[src/rtl/char_writer_pkg.sv]
// Shared constants and types for the character video memory (write side and scan-out).
// COLS/ROWS are the single source of truth for the 80x30 text grid.
package char_writer_pkg;

  localparam int         COLS   = 80;
  localparam int         ROWS   = 30;
  localparam int         ADDR_W = 12;
  localparam logic [7:0] FILL   = 8'h20;

  localparam logic [7:0] CH_LF = 8'h0A;
  localparam logic [7:0] CH_CR = 8'h0D;
  localparam logic [7:0] CH_BS = 8'h08;
  localparam logic [7:0] CH_FF = 8'h0C;

  typedef enum logic [1:0] {
    IDLE     = 2'd0,
    CLR_LINE = 2'd1,
    CLR_ALL  = 2'd2
  } cw_state_e;

  function automatic logic is_printable(input logic [7:0] b);
    return (b >= 8'h20) && (b <= 8'h7E);
  endfunction

endpackage

[src/rtl/char_writer.sv]
// Byte-stream text writer: decodes printable/control bytes into one-cell-per-cycle
// character memory writes, with cursor tracking, line wrap and line/screen clears.
module char_writer
  import char_writer_pkg::*;
(
  input  logic              clk,
  input  logic              clr,
  input  logic [7:0]        in_data,
  input  logic              in_valid,
  output logic              in_ready,
  output logic [ADDR_W-1:0] wr_addr,
  output logic [7:0]        wr_data,
  output logic              wr_en,
  output logic [6:0]        cur_col,
  output logic [4:0]        cur_row,
  output logic              busy,
  output logic [1:0]        dbg_state
);

  localparam logic [6:0]        LAST_COL = 7'(COLS - 1);
  localparam logic [4:0]        LAST_ROW = 5'(ROWS - 1);
  localparam logic [ADDR_W-1:0] COLS_A   = ADDR_W'(COLS);
  localparam logic [ADDR_W-1:0] CELLS_M1 = ADDR_W'(COLS * ROWS - 1);
  localparam logic [ADDR_W-1:0] ONE_A    = ADDR_W'(1);

  cw_state_e         state_q, state_d;
  logic [6:0]        col_q, col_d;
  logic [4:0]        row_q, row_d;
  logic [ADDR_W-1:0] base_q, base_d;
  logic [ADDR_W-1:0] clr_addr_q, clr_addr_d;
  logic [ADDR_W-1:0] clr_left_q, clr_left_d;
  logic [ADDR_W-1:0] wr_addr_q, wr_addr_d;
  logic [7:0]        wr_data_q, wr_data_d;
  logic              wr_en_q, wr_en_d;

  logic [4:0]        next_row;
  logic [ADDR_W-1:0] next_base;
  logic [ADDR_W-1:0] cur_addr;

  // Handshake: a byte transfers on a rising edge where in_valid && in_ready; in_ready
  // depends only on state and clr, never on in_valid, and in_data is ignored otherwise.
  assign in_ready  = (state_q == IDLE) && !clr;
  assign busy      = (state_q != IDLE);
  assign dbg_state = state_q;
  assign wr_addr   = wr_addr_q;
  assign wr_data   = wr_data_q;
  assign wr_en     = wr_en_q;
  assign cur_col   = col_q;
  assign cur_row   = row_q;

  // Row base tracks row*COLS incrementally so no multiplier is needed.
  assign next_row  = (row_q == LAST_ROW) ? 5'd0 : row_q + 5'd1;
  assign next_base = (row_q == LAST_ROW) ? '0 : base_q + COLS_A;
  assign cur_addr  = base_q + ADDR_W'(col_q);

  always_comb begin
    state_d    = state_q;
    col_d      = col_q;
    row_d      = row_q;
    base_d     = base_q;
    clr_addr_d = clr_addr_q;
    clr_left_d = clr_left_q;
    wr_en_d    = 1'b0;
    wr_addr_d  = wr_addr_q;
    wr_data_d  = wr_data_q;
    case (state_q)
      IDLE: begin
        if (in_valid) begin
          if (is_printable(in_data)) begin
            wr_en_d   = 1'b1;
            wr_addr_d = cur_addr;
            wr_data_d = in_data;
            if (col_q == LAST_COL) begin
              // Wrap: the character write goes out first, the new row is cleared after it.
              col_d      = '0;
              row_d      = next_row;
              base_d     = next_base;
              clr_addr_d = next_base;
              clr_left_d = COLS_A;
              state_d    = CLR_LINE;
            end else begin
              col_d = col_q + 7'd1;
            end
          end else begin
            case (in_data)
              CH_LF: begin
                row_d      = next_row;
                base_d     = next_base;
                wr_en_d    = 1'b1;
                wr_addr_d  = next_base;
                wr_data_d  = FILL;
                clr_addr_d = next_base + ONE_A;
                clr_left_d = COLS_A - ONE_A;
                state_d    = CLR_LINE;
              end
              CH_CR: col_d = '0;
              CH_BS: if (col_q != '0) col_d = col_q - 7'd1;
              CH_FF: begin
                col_d      = '0;
                row_d      = '0;
                base_d     = '0;
                wr_en_d    = 1'b1;
                wr_addr_d  = '0;
                wr_data_d  = FILL;
                clr_addr_d = ONE_A;
                clr_left_d = CELLS_M1;
                state_d    = CLR_ALL;
              end
              default: ;
            endcase
          end
        end
      end
      CLR_LINE, CLR_ALL: begin
        if (clr_left_q == '0) begin
          state_d = IDLE;
        end else begin
          wr_en_d    = 1'b1;
          wr_addr_d  = clr_addr_q;
          wr_data_d  = FILL;
          clr_addr_d = clr_addr_q + ONE_A;
          clr_left_d = clr_left_q - ONE_A;
        end
      end
      default: state_d = IDLE;
    endcase
  end

  always_ff @(posedge clk or posedge clr) begin
    if (clr) begin
      state_q    <= IDLE;
      col_q      <= '0;
      row_q      <= '0;
      base_q     <= '0;
      clr_addr_q <= '0;
      clr_left_q <= '0;
      wr_en_q    <= 1'b0;
      wr_addr_q  <= '0;
      wr_data_q  <= '0;
    end else begin
      state_q    <= state_d;
      col_q      <= col_d;
      row_q      <= row_d;
      base_q     <= base_d;
      clr_addr_q <= clr_addr_d;
      clr_left_q <= clr_left_d;
      wr_en_q    <= wr_en_d;
      wr_addr_q  <= wr_addr_d;
      wr_data_q  <= wr_data_d;
    end
  end

endmodule

[config.mk]
export PLATFORM = sky130hd
export DESIGN_NAME = char_writer
export DESIGN_NICKNAME = d
export VERILOG_FILES = /design/src/rtl/char_writer_pkg.sv /design/src/rtl/char_writer.sv
export SDC_FILE = /design/constraint.sdc
export NUM_CORES = 1
export LEC_CHECK = 0
export CORE_ASPECT_RATIO = 0.7
export CORE_MARGIN = 5
export CORE_UTILIZATION = 55
export CTS_BUF_LIST = sky130_fd_sc_hd__clkbuf_2 sky130_fd_sc_hd__clkbuf_4 sky130_fd_sc_hd__clkbuf_8
export DETAILED_ROUTE_END_ITERATION = 12
export PLACE_DENSITY = 0.75
export SYNTH_ARGS = -nofsm -noshare
export SYNTH_HDL_FRONTEND = slang
export SYNTH_SLANG_ARGS = --single-unit
[constraint.sdc]
create_clock -name clk -period 3.8 [get_ports clk]
set_input_delay 0.95 -clock clk [delete_from_list [all_inputs] [get_ports clk]]
set_output_delay 0.95 -clock clk [all_outputs]
set_load 0.03 [all_outputs]
==> impl_metrics.csv, run 1 <==
group,metric,value,unit
placement,dp_worst_setup_slack,213.6,ps
layout,final_common_cell,"dfrtp_1",
timing,fin_crit_sh,86.46,%
timing,fin_ws,514.4,ps
logic_synthesis,synthArstFlopShare,100.0,%
global_route,grt_pass1_wl,24320,um
logic_synthesis,synth_edf_count,0,
critical_path,cp_max_fo,22,
drt,wl_per_cell,20.11,um
timing,hold_viol_final,0,
timing,worstMarginPinSlew,781.4,ps
logic_synthesis,yosys_warnings,0,
timing,setup_viol,0,
cts,clock-sinks,71,
drt,dr.pass1.iters,7,
global_route,track_usage,27.64,%
drt,first_iter_violations,928,
cts,clockBufferDepth,2,
timing,slew-limit-headroom,46.56,%
power,powerDensity,669.8,nW/um^2
layout,stdcell_count,761,
logic_synthesis,syn_area,5012,um^2
layout,final_cell_area,5869,um^2
die,core.rowCount,29,
layout,drive_gt1_share,8.948,%
cts,root_buffer,"clkbuf_8",
cts,insertion_delay,380,ps
critical_path,path_delay_family,"simple AND/OR/NAND/NOR gates",
drt,num_vias,5108,
logic_synthesis,ys_seq_area_share,35.45,%
critical_path,crit_chain,"clkdlybuf4s50_1 > nor4_4 > nand3_1 > o21ai_1 > o21bai_1 > buf_4 > or2_2 > o31ai_1",
drt,ant_nets,0,
die,core_area,8962,um^2
global_route,grt_max_degree,46,
placement,gp_congestion,0.9458,
logic_synthesis,syn-instance-count,586,
global_route,grt_overflow,0,
logic_synthesis,avgSynthCellArea,8.553,um^2
power,leakagePower,2.391,nW
placement,hpwl,11330,um
layout,syn2layout_area_growth,17.10,%
power,switching_share,45.57,%
drt,finalWirelength,15300,um
drt,vias_per_cell,6.712,
logic_synthesis,ys_seq_elements,71,
critical_path,arrival,3560,ps
logic_synthesis,yosysTopAreaCellShare,35.45,%
die,ios,48,
timing,slew_viol_final,0,
power,clkPwrFrac,17.6,%
power,p_comb_share,48.5,%
global_route,grt_pass1_vias,4624,
critical_path,slowest_stage,"clkdlybuf4s50_1",
layout,final_nets,662,
cts,cts_tree,"yes",
flow_run,cap_violations,0,
critical_path,reg2reg_depth,7,
placement,placedCellCount,745,
layout,final_cell_mix,"dfrtp_1 (71), o21ai_0 (64), nand2_1 (53)",
cts,cts_setup_buffers,0,
placement,io_buffers,47,
drt,drcViolationCount,0,
critical_path,worst-path-stages,8,
global_route,antenna_found_initial,0,
cts,cts_resized,0,
critical_path,cpPeakStageDelay,560,ps
cts,h-tree-depth,3,
worst_hold_path,worstHoldPathCells,1,
timing,timing.final.crit_period,3286,ps
die,dieArea,11150,um^2
die,die_w,124.1,um
logic_synthesis,ys_top_cells_by_area,"dfrtp_1 (35%), o21ai_0 (6.4%), ha_1 (4.5%)",
critical_path,critPathRequiredTime,4070,ps
cts,clkSlewWorstSetupHoldPaths,80,ps
logic_synthesis,synth_nets,616,
timing,rsz0062_at_grt,"false",
power,p_seq_share,33.9,%
worst_hold_path,hold_class,"reg2reg",
timing,fmax,304.4,MHz
outcome,outcome,"completed",
critical_path,end_kind,"flip-flop",
placement,dpl-instance-area,5649,um^2
timing,finClkSkew,10.75,ps
cts,cts_buffers,9,
die,initial_core_util,55.93,%
critical_path,crit_path_start_kind,"input port",
logic_synthesis,yosysUniqueCellTypes,74,
power,internal-power,2.140,mW
critical_path,critPathKind,"in2reg",
timing,tns,0,ps
logic_synthesis,synth_largest_area_cell,"dfrtp_1",
cts,cts_hold_buffers,0,
power,ir_worst_vdd,0.5341,mV
critical_path,crit_buf_inv,2,
layout,antenna_cells,0,
logic_synthesis,yosys_most_used_dff,"dfrtp_1",
power,p_switching,1.792,mW
die,dieHeight,89.87,um
==> through the flow <==
stage	util, %	total power, mW	hold slack, ps
3_3_place_gp	63.03	3.171	484.8
4_1_cts	65.49	3.907	503.9
3_5_place_dp	63.03	3.215	470.8
6_report	65.49	3.931	504.1
5_1_grt	65.49	4.160	530.5
2_1_floorplan	-	2.541	482.4
==> area by class of cell <==
cell class	count	area (um^2)
sequential	71	1777
clock inverter	7	96.34
clock buffer	9	123.9
timing repair buffer	65	618.1
fill	774	3093
multi-input combinational	466	3028
inverter	19	71.32
tap	124	155.1
==> cells in the mapped netlist (4+ instances only) <==
master    instances
o21a_1            6
a31oi_1           7
mux2_2            7
nand2b_1          9
nand4_1           7
nor2b_1           6
nor2_1           32
buf_2             9
a32o_1            4
o31ai_1           8
or4_1             8
a21o_1            9
and3_1            7
or3_1            10
o21ai_0          64
nor3_1           15
dfrtp_1          71
a21oi_1          35
clkbuf_1         18
ha_1             18
or2_2             6
a22oi_1           4
nand3_1          27
inv_1            19
a211oi_1          7
nor4_1            4
o22ai_1           7
xor2_1            6
o21bai_1          4
xnor2_1          15
a221oi_1          4
o211ai_1          9
nand2_1          53
and2_1            9
==> layer usage <==
layer	GRT usage, %	part of all wire [%]
met4	9.663	2.9
met2	38.58	42
met3	6.336	11
met5	0	0
met1	41.71	44
==> cells by family after synthesis <==
group           Yosys count  synth area share (%)
compound gates          209                 28.11
simple gates            208                 21.77
fa+ha+maj                19                 4.893
xor+xnor                 21                 3.670
buf+inv                  49                 4.144
mux                       9                 1.972
flops                    71                 35.45
==> path summary, 6_finish.rpt <==
kind	from	endpoint	slack [ps]
worst max-delay path	in_data[5]	base_q[6]$_DFFE_PP0P_	510
worst min-delay path	wr_data[7]$_DFFE_PP0P_	wr_data[7]$_DFFE_PP0P_	500
worst max register to register	clr_left_q[0]$_DFFE_PP0P_	wr_addr[1]$_DFFE_PP0P_	820
worst min register to register	wr_data[7]$_DFFE_PP0P_	wr_data[7]$_DFFE_PP0P_	500
max in group asynchronous	clr	base_q[11]$_DFFE_PP0P_	2160
min in group asynchronous	clr	clr_left_q[6]$_DFFE_PP0P_	990
==> state kept, by name, indices dropped and copies added (netlist names) <==
register	count
base_q	12
clr_addr_q	12
clr_left_q	12
wr_addr	12
wr_data	8
cur_col	7
cur_row	5
dbg_state	2
wr_en	1
==> power groups by stage <==
| stage | combinational [mW] | sequential (mW) | clock [mW] |
|---|---|---|---|
| 3_3_place_gp | 1.85 | 1.32 | 0 |
| 4_1_cts | 1.89 | 1.32 | 0.693 |
| 3_5_place_dp | 1.88 | 1.33 | 0 |
| 2_1_floorplan | 1.05 | 1.50 | 0 |
| 6_report | 1.91 | 1.33 | 0.692 |
| 5_1_grt | 2.06 | 1.37 | 0.724 |
No activity file was read; power rests on OpenSTA's default activity.
==> run 2: changes to the inputs <==
--- a/config.mk
+++ b/config.mk
@@ -5,10 +5,10 @@
 export SDC_FILE = /design/constraint.sdc
 export NUM_CORES = 1
 export LEC_CHECK = 0
-export CORE_ASPECT_RATIO = 0.7
-export CORE_MARGIN = 5
+export CORE_MARGIN = 10
 export CORE_UTILIZATION = 55
 export CTS_BUF_LIST = sky130_fd_sc_hd__clkbuf_2 sky130_fd_sc_hd__clkbuf_4 sky130_fd_sc_hd__clkbuf_8
+export CTS_CLUSTER_DIAMETER = 40
 export DETAILED_ROUTE_END_ITERATION = 12
 export PLACE_DENSITY = 0.75
 export SYNTH_ARGS = -nofsm -noshare
==> run 2 against run 1 <==
Net effect: core utilization is 0.94 points higher; sequential share of layout area is 0.10 points higher; register-to-register slack better by 30 ps; die area is 20% higher; non-clock buffer count is 2 higher; critical path type unchanged; highest routed layer is now met5.
==> impl_metrics.csv, run 2 (synthesized netlist as in run 1, its figures left out) <==
group,metric,value,unit
die,core_area,8806,um^2
layout,drive_gt1_share,9.233,%
timing,holdWs,502.3,ps
die,initial_core_util,56.92,%
cts,h-tree-depth,3,
timing,hold_viol_final,0,
critical_path,critPathKind,"in2reg",
drt,dr.pass1.iters,5,
global_route,grt_max_degree,49,
timing,finClkSkew,20.87,ps
timing,worstMarginPinSlew,899.8,ps
layout,nFillCells,750,
die,ios,48,
critical_path,crit_path_frequent_cell,"o21ai_1",
layout,antenna_cells,0,
timing,setup_viol,0,
critical_path,reg2reg_depth,7,
critical_path,cpPeakStageDelay,770,ps
outcome,outcome,"completed",
cts,cts_tree,"yes",
cts,cts_buffers,9,
power,ir_worst_vdd,0.3822,mV
layout,final_common_cell,"dfrtp_1",
critical_path,regToRegSetupSlack,850,ps
cts,cts_setup_buffers,0,
critical_path,end_kind,"flip-flop",
critical_path,crit_chain,"clkdlybuf4s50_1 > nand4_1 > o21ai_1 > o21ai_1 > o21bai_1 > buf_4 > o21ai_0 > o31ai_1",
layout,final_cell_mix,"dfrtp_1 (71), o21ai_0 (64), nand2_1 (53)",
worst_hold_path,min-delay-start,"wr_data[7]$_DFFE_PP0P_",
flow_run,cap_violations,0,
critical_path,slowest_stage,"o21bai_1",
timing,tns,0,ps
global_route,track_usage,23.75,%
cts,clockBufferDepth,2,
placement,gp_congestion,0.9855,
cts,insertion_delay,370,ps
die,dieHeight,115.5,um
global_route,grt_pass1_vias,4599,
worst_hold_path,worstHoldPathCells,1,
drt,ant_nets,0,
timing,slew_viol_final,0,
drt,wl_per_cell,20.90,um
critical_path,worstReg2RegStart,"clr_left_q[0]$_DFFE_PP0P_",
power,powerDensity,663.2,nW/um^2
timing,fin_crit_sh,87.52,%
timing,timing.final.crit_period,3326,ps
drt,num_vias,4909,
critical_path,crit_path_start_kind,"input port",
layout,final_nets,664,
worst_hold_path,hold_class,"reg2reg",
global_route,grt_pass1_wl,24860,um
critical_path,critPathRequiredTime,4070,ps
cts,cts_hold_buffers,0,
die,die_w,115.5,um
cts,root_buffer,"clkbuf_8",
global_route,grt_overflow,0,
placement,hpwl,11570,um
cts,clock-sinks,71,
placement,io_buffers,47,
drt,drcViolationCount,0,
timing,slew-limit-headroom,38.46,%
critical_path,cp_max_fo,13,
critical_path,r2r-end,"wr_data[5]$_DFFE_PP0P_",
cts,cts_resized,0,
timing,fmax,300.7,MHz
global_route,antenna_found_initial,1,
worst_hold_path,hold_path_end,"wr_data[7]$_DFFE_PP0P_",
drt,finalWirelength,15610,um
die,core.rowCount,34,
power,leakagePower,2.398,nW
layout,syn2layout_area_growth,16.70,%
drt,first_iter_violations,426,
critical_path,arrival,3590,ps
cts,clkSlewWorstSetupHoldPaths,80,ps
timing,rsz0062_at_grt,"false",
die,dieArea,13330,um^2
drt,vias_per_cell,6.572,
==> run 2: cell count changes in the layout (fill, tap and decap cells not counted), sizes merged <==
| cell | before | now |
|---|---|---|
| clkbuf | 9 | 10 |
| buf | 18 | 20 |
| inv | 20 | 21 |
| clkinvlp | 3 | 2 |
| bufinv | 2 | 1 |
==> run 2: cell type report <==
class / instances / area, um^2 / share of cell area [%]
Timing Repair Buffer: 67 / 633.1 / 10.82
Clock inverter: 6 / 67.56 / 1.155
Inverter: 19 / 71.32 / 1.219
Sequential cell: 71 / 1777 / 30.37
Tap cell: 108 / 135.1 / 2.310
Clock buffer: 10 / 137.6 / 2.353
Multi-Input combinational cell: 466 / 3028 / 51.76
==> run 2: layer usage <==
metal / vias to the layer above / part of all wire (%) / GRT usage [%]
li1: 2311 / - / -
met1: 2369 / 44 / 31.95
met2: 193 / 46 / 36.12
met3: 34 / 7.3 / 5.271
met4: 2 / 2.9 / 9.966
met5: - / 0.051 / 0
==> run 2: report_power, final <==
part,internal (mW),switching (mW)
registers,1.01,0.317
clock network,0.325,0.327
logic,0.765,1.14
==> run 2: worst max path at each step <==
| stage | from | to | slack [ps] | depth (start not counted) |
|---|---|---|---|---|
| 6_report | in_data[6] | base_q[6]$_DFFE_PP0P_ | 470 | 8 |
| 5_1_grt | in_data[6] | base_q[6]$_DFFE_PP0P_ | 360 | 8 |
| 3_5_place_dp | in_data[6] | base_q[6]$_DFFE_PP0P_ | 220 | 8 |
| 3_3_place_gp | in_data[6] | base_q[6]$_DFFE_PP0P_ | 310 | 8 |
| 2_1_floorplan | clr | base_q[0]$_DFFE_PP0P_ | 1050 | 1 |
| 4_1_cts | in_data[6] | base_q[6]$_DFFE_PP0P_ | 570 | 8 |
==> run 2: critical path, delay by kind of cell <==
kind            cells  cell delay, ps
compound gates      5            1450
buf+inv             2             970
simple gates        1             230
==> run 2: through the flow <==
step                      utilization (%)  setup slack, ps  power, mW  cells  cell area [um^2]
final                               66.43            474.4      3.880    747              5849
after global routing                66.43            356.1      4.125    747              5849
after CTS                           66.43            569.7      3.868    747              5849
after detailed placement            64.09            220.4      3.215    731              5644
after global placement              64.09            311.1      3.177    731              5644
after floorplan                         -             1053      2.541    586              5012
==> run 3: changes to the inputs <==
--- a/config.mk
+++ b/config.mk
@@ -5,12 +5,15 @@
 export SDC_FILE = /design/constraint.sdc
 export NUM_CORES = 1
 export LEC_CHECK = 0
+export ABC_AREA = 1
+export CAP_MARGIN = 20
 export CORE_MARGIN = 10
 export CORE_UTILIZATION = 55
 export CTS_BUF_LIST = sky130_fd_sc_hd__clkbuf_2 sky130_fd_sc_hd__clkbuf_4 sky130_fd_sc_hd__clkbuf_8
 export CTS_CLUSTER_DIAMETER = 40
 export DETAILED_ROUTE_END_ITERATION = 12
 export PLACE_DENSITY = 0.75
+export SLEW_MARGIN = 20
 export SYNTH_ARGS = -nofsm -noshare
 export SYNTH_HDL_FRONTEND = slang
 export SYNTH_SLANG_ARGS = --single-unit
==> run 3 against run 2 <==
Net effect: via count fell by 0.39%; synthesized cell count rose by 20%; sequential share of layout area rose by 0.80 points; critical path type is now in2out; cell area fell by 2.6%; clock skew fell by 13 ps; total power rose by 34%; clock-buffer cell count fell by 1.
==> impl_metrics.csv, run 3 <==
group,metric,value,unit
global_route,track_usage,20.56,%
power,p_seq_share,27.6,%
timing,tns,0,ps
logic_synthesis,avgSynthCellArea,6.936,um^2
layout,final_common_cell,"nand2_1",
worst_hold_path,min-delay-start,"wr_addr[8]$_DFFE_PP0P_",
layout,drive_gt1_share,6.061,%
logic_synthesis,yosysMostFrequentCell,"nand2_1",
critical_path,reg2reg_depth,12,
drt,wl_per_cell,15.14,um
logic_synthesis,ys_seq_area_share,36.44,%
global_route,grt_overflow,0,
power,powerDensity,908.9,nW/um^2
cts,clkSlewWorstSetupHoldPaths,80,ps
logic_synthesis,syn_area,4876,um^2
critical_path,r2r-end,"wr_addr[10]$_DFFE_PP0P_",
cts,clockBufferDepth,2,
layout,antenna_cells,0,
timing,slew-limit-headroom,60.64,%
timing,hold_viol_final,0,
power,p_comb_share,59.7,%
placement,io_buffers,47,
global_route,antenna_found_initial,0,
placement,placedCellCount,852,
layout,finish.utilization,65.67,%
critical_path,endpoint,"in_ready",
critical_path,crit_path_start_kind,"input port",
cts,root_buffer,"clkbuf_8",
power,leakagePower,2.780,nW
timing,fin_crit_sh,82.57,%
power,p_switching,2.638,mW
layout,syn2layout_area_growth,16.88,%
critical_path,cp-startpoint,"clr",
logic_synthesis,yosysTopAreaCellShare,36.44,%
logic_synthesis,synthTopCellsByCount,"nand2_1 (187), inv_1 (82), dfrtp_1 (71)",
power,internal-power,2.542,mW
drt,dr.pass1.iters,5,
placement,gp_congestion,0.8895,
cts,insertion_delay,350,ps
critical_path,end_kind,"primary output",
drt,num_vias,4890,
critical_path,arrival,2190,ps
power,clkPwrFrac,12.7,%
power,ir_worst_vdd,0.5513,mV
power,finalPower,5.180,mW
die,core.rowCount,34,
critical_path,critPathKind,"in2out",
logic_synthesis,synth_largest_area_cell,"dfrtp_1",
cts,h-tree-depth,3,
logic_synthesis,synth_nets,733,
critical_path,critPathRequiredTime,2850,ps
power,switching_share,50.92,%
timing,slew_viol_final,0,
critical_path,regToRegSetupSlack,1450,ps
worst_hold_path,hold_class,"reg2reg",
worst_hold_path,worstHoldPathCells,2,
drt,ant_nets,0,
global_route,grt_pass1_vias,4467,
logic_synthesis,yosys_most_used_dff,"dfrtp_1",
timing,finClkSkew,8.250,ps
logic_synthesis,synth_edf_count,0,
logic_synthesis,ys_top_cells_by_area,"dfrtp_1 (36%), nand2_1 (14%), inv_1 (6.3%)",
logic_synthesis,yosys_warnings,0,
timing,rsz0062_at_grt,"false",
global_route,grt_pass1_wl,22230,um
drt,vias_per_cell,5.640,
placement,hpwl,9910,um
cts,cts_hold_buffers,0,
cts,cts_setup_buffers,0,
layout,final_nets,785,
die,dieArea,13030,um^2
drt,drcViolationCount,0,
timing,worstMarginPinSlew,588.2,ps
timing,timing.final.crit_period,3138,ps
cts,cts_tree,"yes",
logic_synthesis,yosysUniqueCellTypes,41,
logic_synthesis,synthArstFlopShare,100.0,%
layout,stdcell_count,867,
cts,clock-sinks,71,
outcome,outcome,"completed",
die,dieHeight,114.2,um
drt,first_iter_violations,507,
die,die_w,114.2,um
cts,cts_buffers,9,
layout,final_cell_mix,"nand2_1 (187), inv_1 (81), dfrtp_1 (71)",
die,core_area,8678,um^2
global_route,grt_max_degree,52,
die,initial_core_util,56.19,%
timing,setup_viol,0,
critical_path,worstReg2RegStart,"clr_left_q[0]$_DFFE_PP0P_",
drt,finalWirelength,13120,um
critical_path,cp_max_fo,2,
cts,cts_resized,0,
die,ios,48,
flow_run,cap_violations,0,
logic_synthesis,syn-instance-count,703,
timing,fmax,318.7,MHz
logic_synthesis,ys_seq_elements,71,
-- run 3: changes by cell type in the layout (fill, tap and decap cells not counted), moves of 8 or more --
cell and delta:
a21o_1 -9, or3_1 -10, nand2b_1 -9, o21ai_0 -8
buf_4 -9, inv_1 +63, nand3_1 +32, or4_1 -8
nor2_1 +37, and2_1 -9, xnor2_1 -13, nand2_1 +134
o21ai_1 +11
-- run 3: worst min-delay path by stage --
stage / end
floorplan: clr_left_q[8]$_DFFE_PP0P_
global placement: wr_addr[4]$_DFFE_PP0P_
detailed placement: wr_addr[10]$_DFFE_PP0P_
CTS: wr_addr[2]$_DFFE_PP0P_
global route: wr_data[6]$_DFFE_PP0P_
finish: wr_addr[8]$_DFFE_PP0P_
-- run 3: kinds of logic (layout without fill, tap and decap cells) --
kind of cell             count (synthesis)  count (layout)  synth area share [%]
XOR/XNOR                                13              13                 2.335
buffers and inverters                  105             161                 8.571
multiplexers                             1               1                0.2053
AND/OR/NAND/NOR                        354             354                 31.28
flip-flops                              71              71                 36.44
adder cells (fa/ha/maj)                 19              19                 5.030
AO/OA/AOI/OAI                          140             140                 16.14
-- run 3: area by class of cell --
type	instances	area, um^2
well taps	108	135.1
multi-input cells	527	2681
inverters	88	330.3
flip-flops and latches	71	1777
clock buffers	9	123.9
clock inverters	6	86.33
repair buffers	58	565.5
fillers	783	2979
-- run 3: layer usage --
metal	up-vias	track usage, %	wire, um
met4	0	5.597	201
li1	2426	-	-
met2	178	30.87	5853
met3	17	4.245	1104
met5	-	0	0
met1	2269	29.25	5965
-- run 3: power by group through the flow --
stage                     sequential, mW  clock [mW]  combinational [mW]
after floorplan                     1.64           0                1.89
after CTS                           1.42       0.676                3.07
after global routing                1.48       0.699                3.48
final                               1.43       0.660                3.09
after detailed placement            1.43           0                3.05
after global placement              1.42           0                2.99
-- run 3: worst max-delay path: stages --
cell and delay (ps):
clkdlybuf4s50_1 430, nor2_1 120, clkdlybuf4s50_1 680
-- run 3: through the flow --
step | setup WS, ps | hold slack, ps | cell area, um^2
5_1_grt | 601.3 | 508.0 | 5699
3_3_place_gp | 682.5 | 462.8 | 5489
4_1_cts | 651.8 | 491.0 | 5699
3_5_place_dp | 615.0 | 470.8 | 5489
2_1_floorplan | 1053 | 474.1 | 4876
6_report | 662.3 | 486.0 | 5699
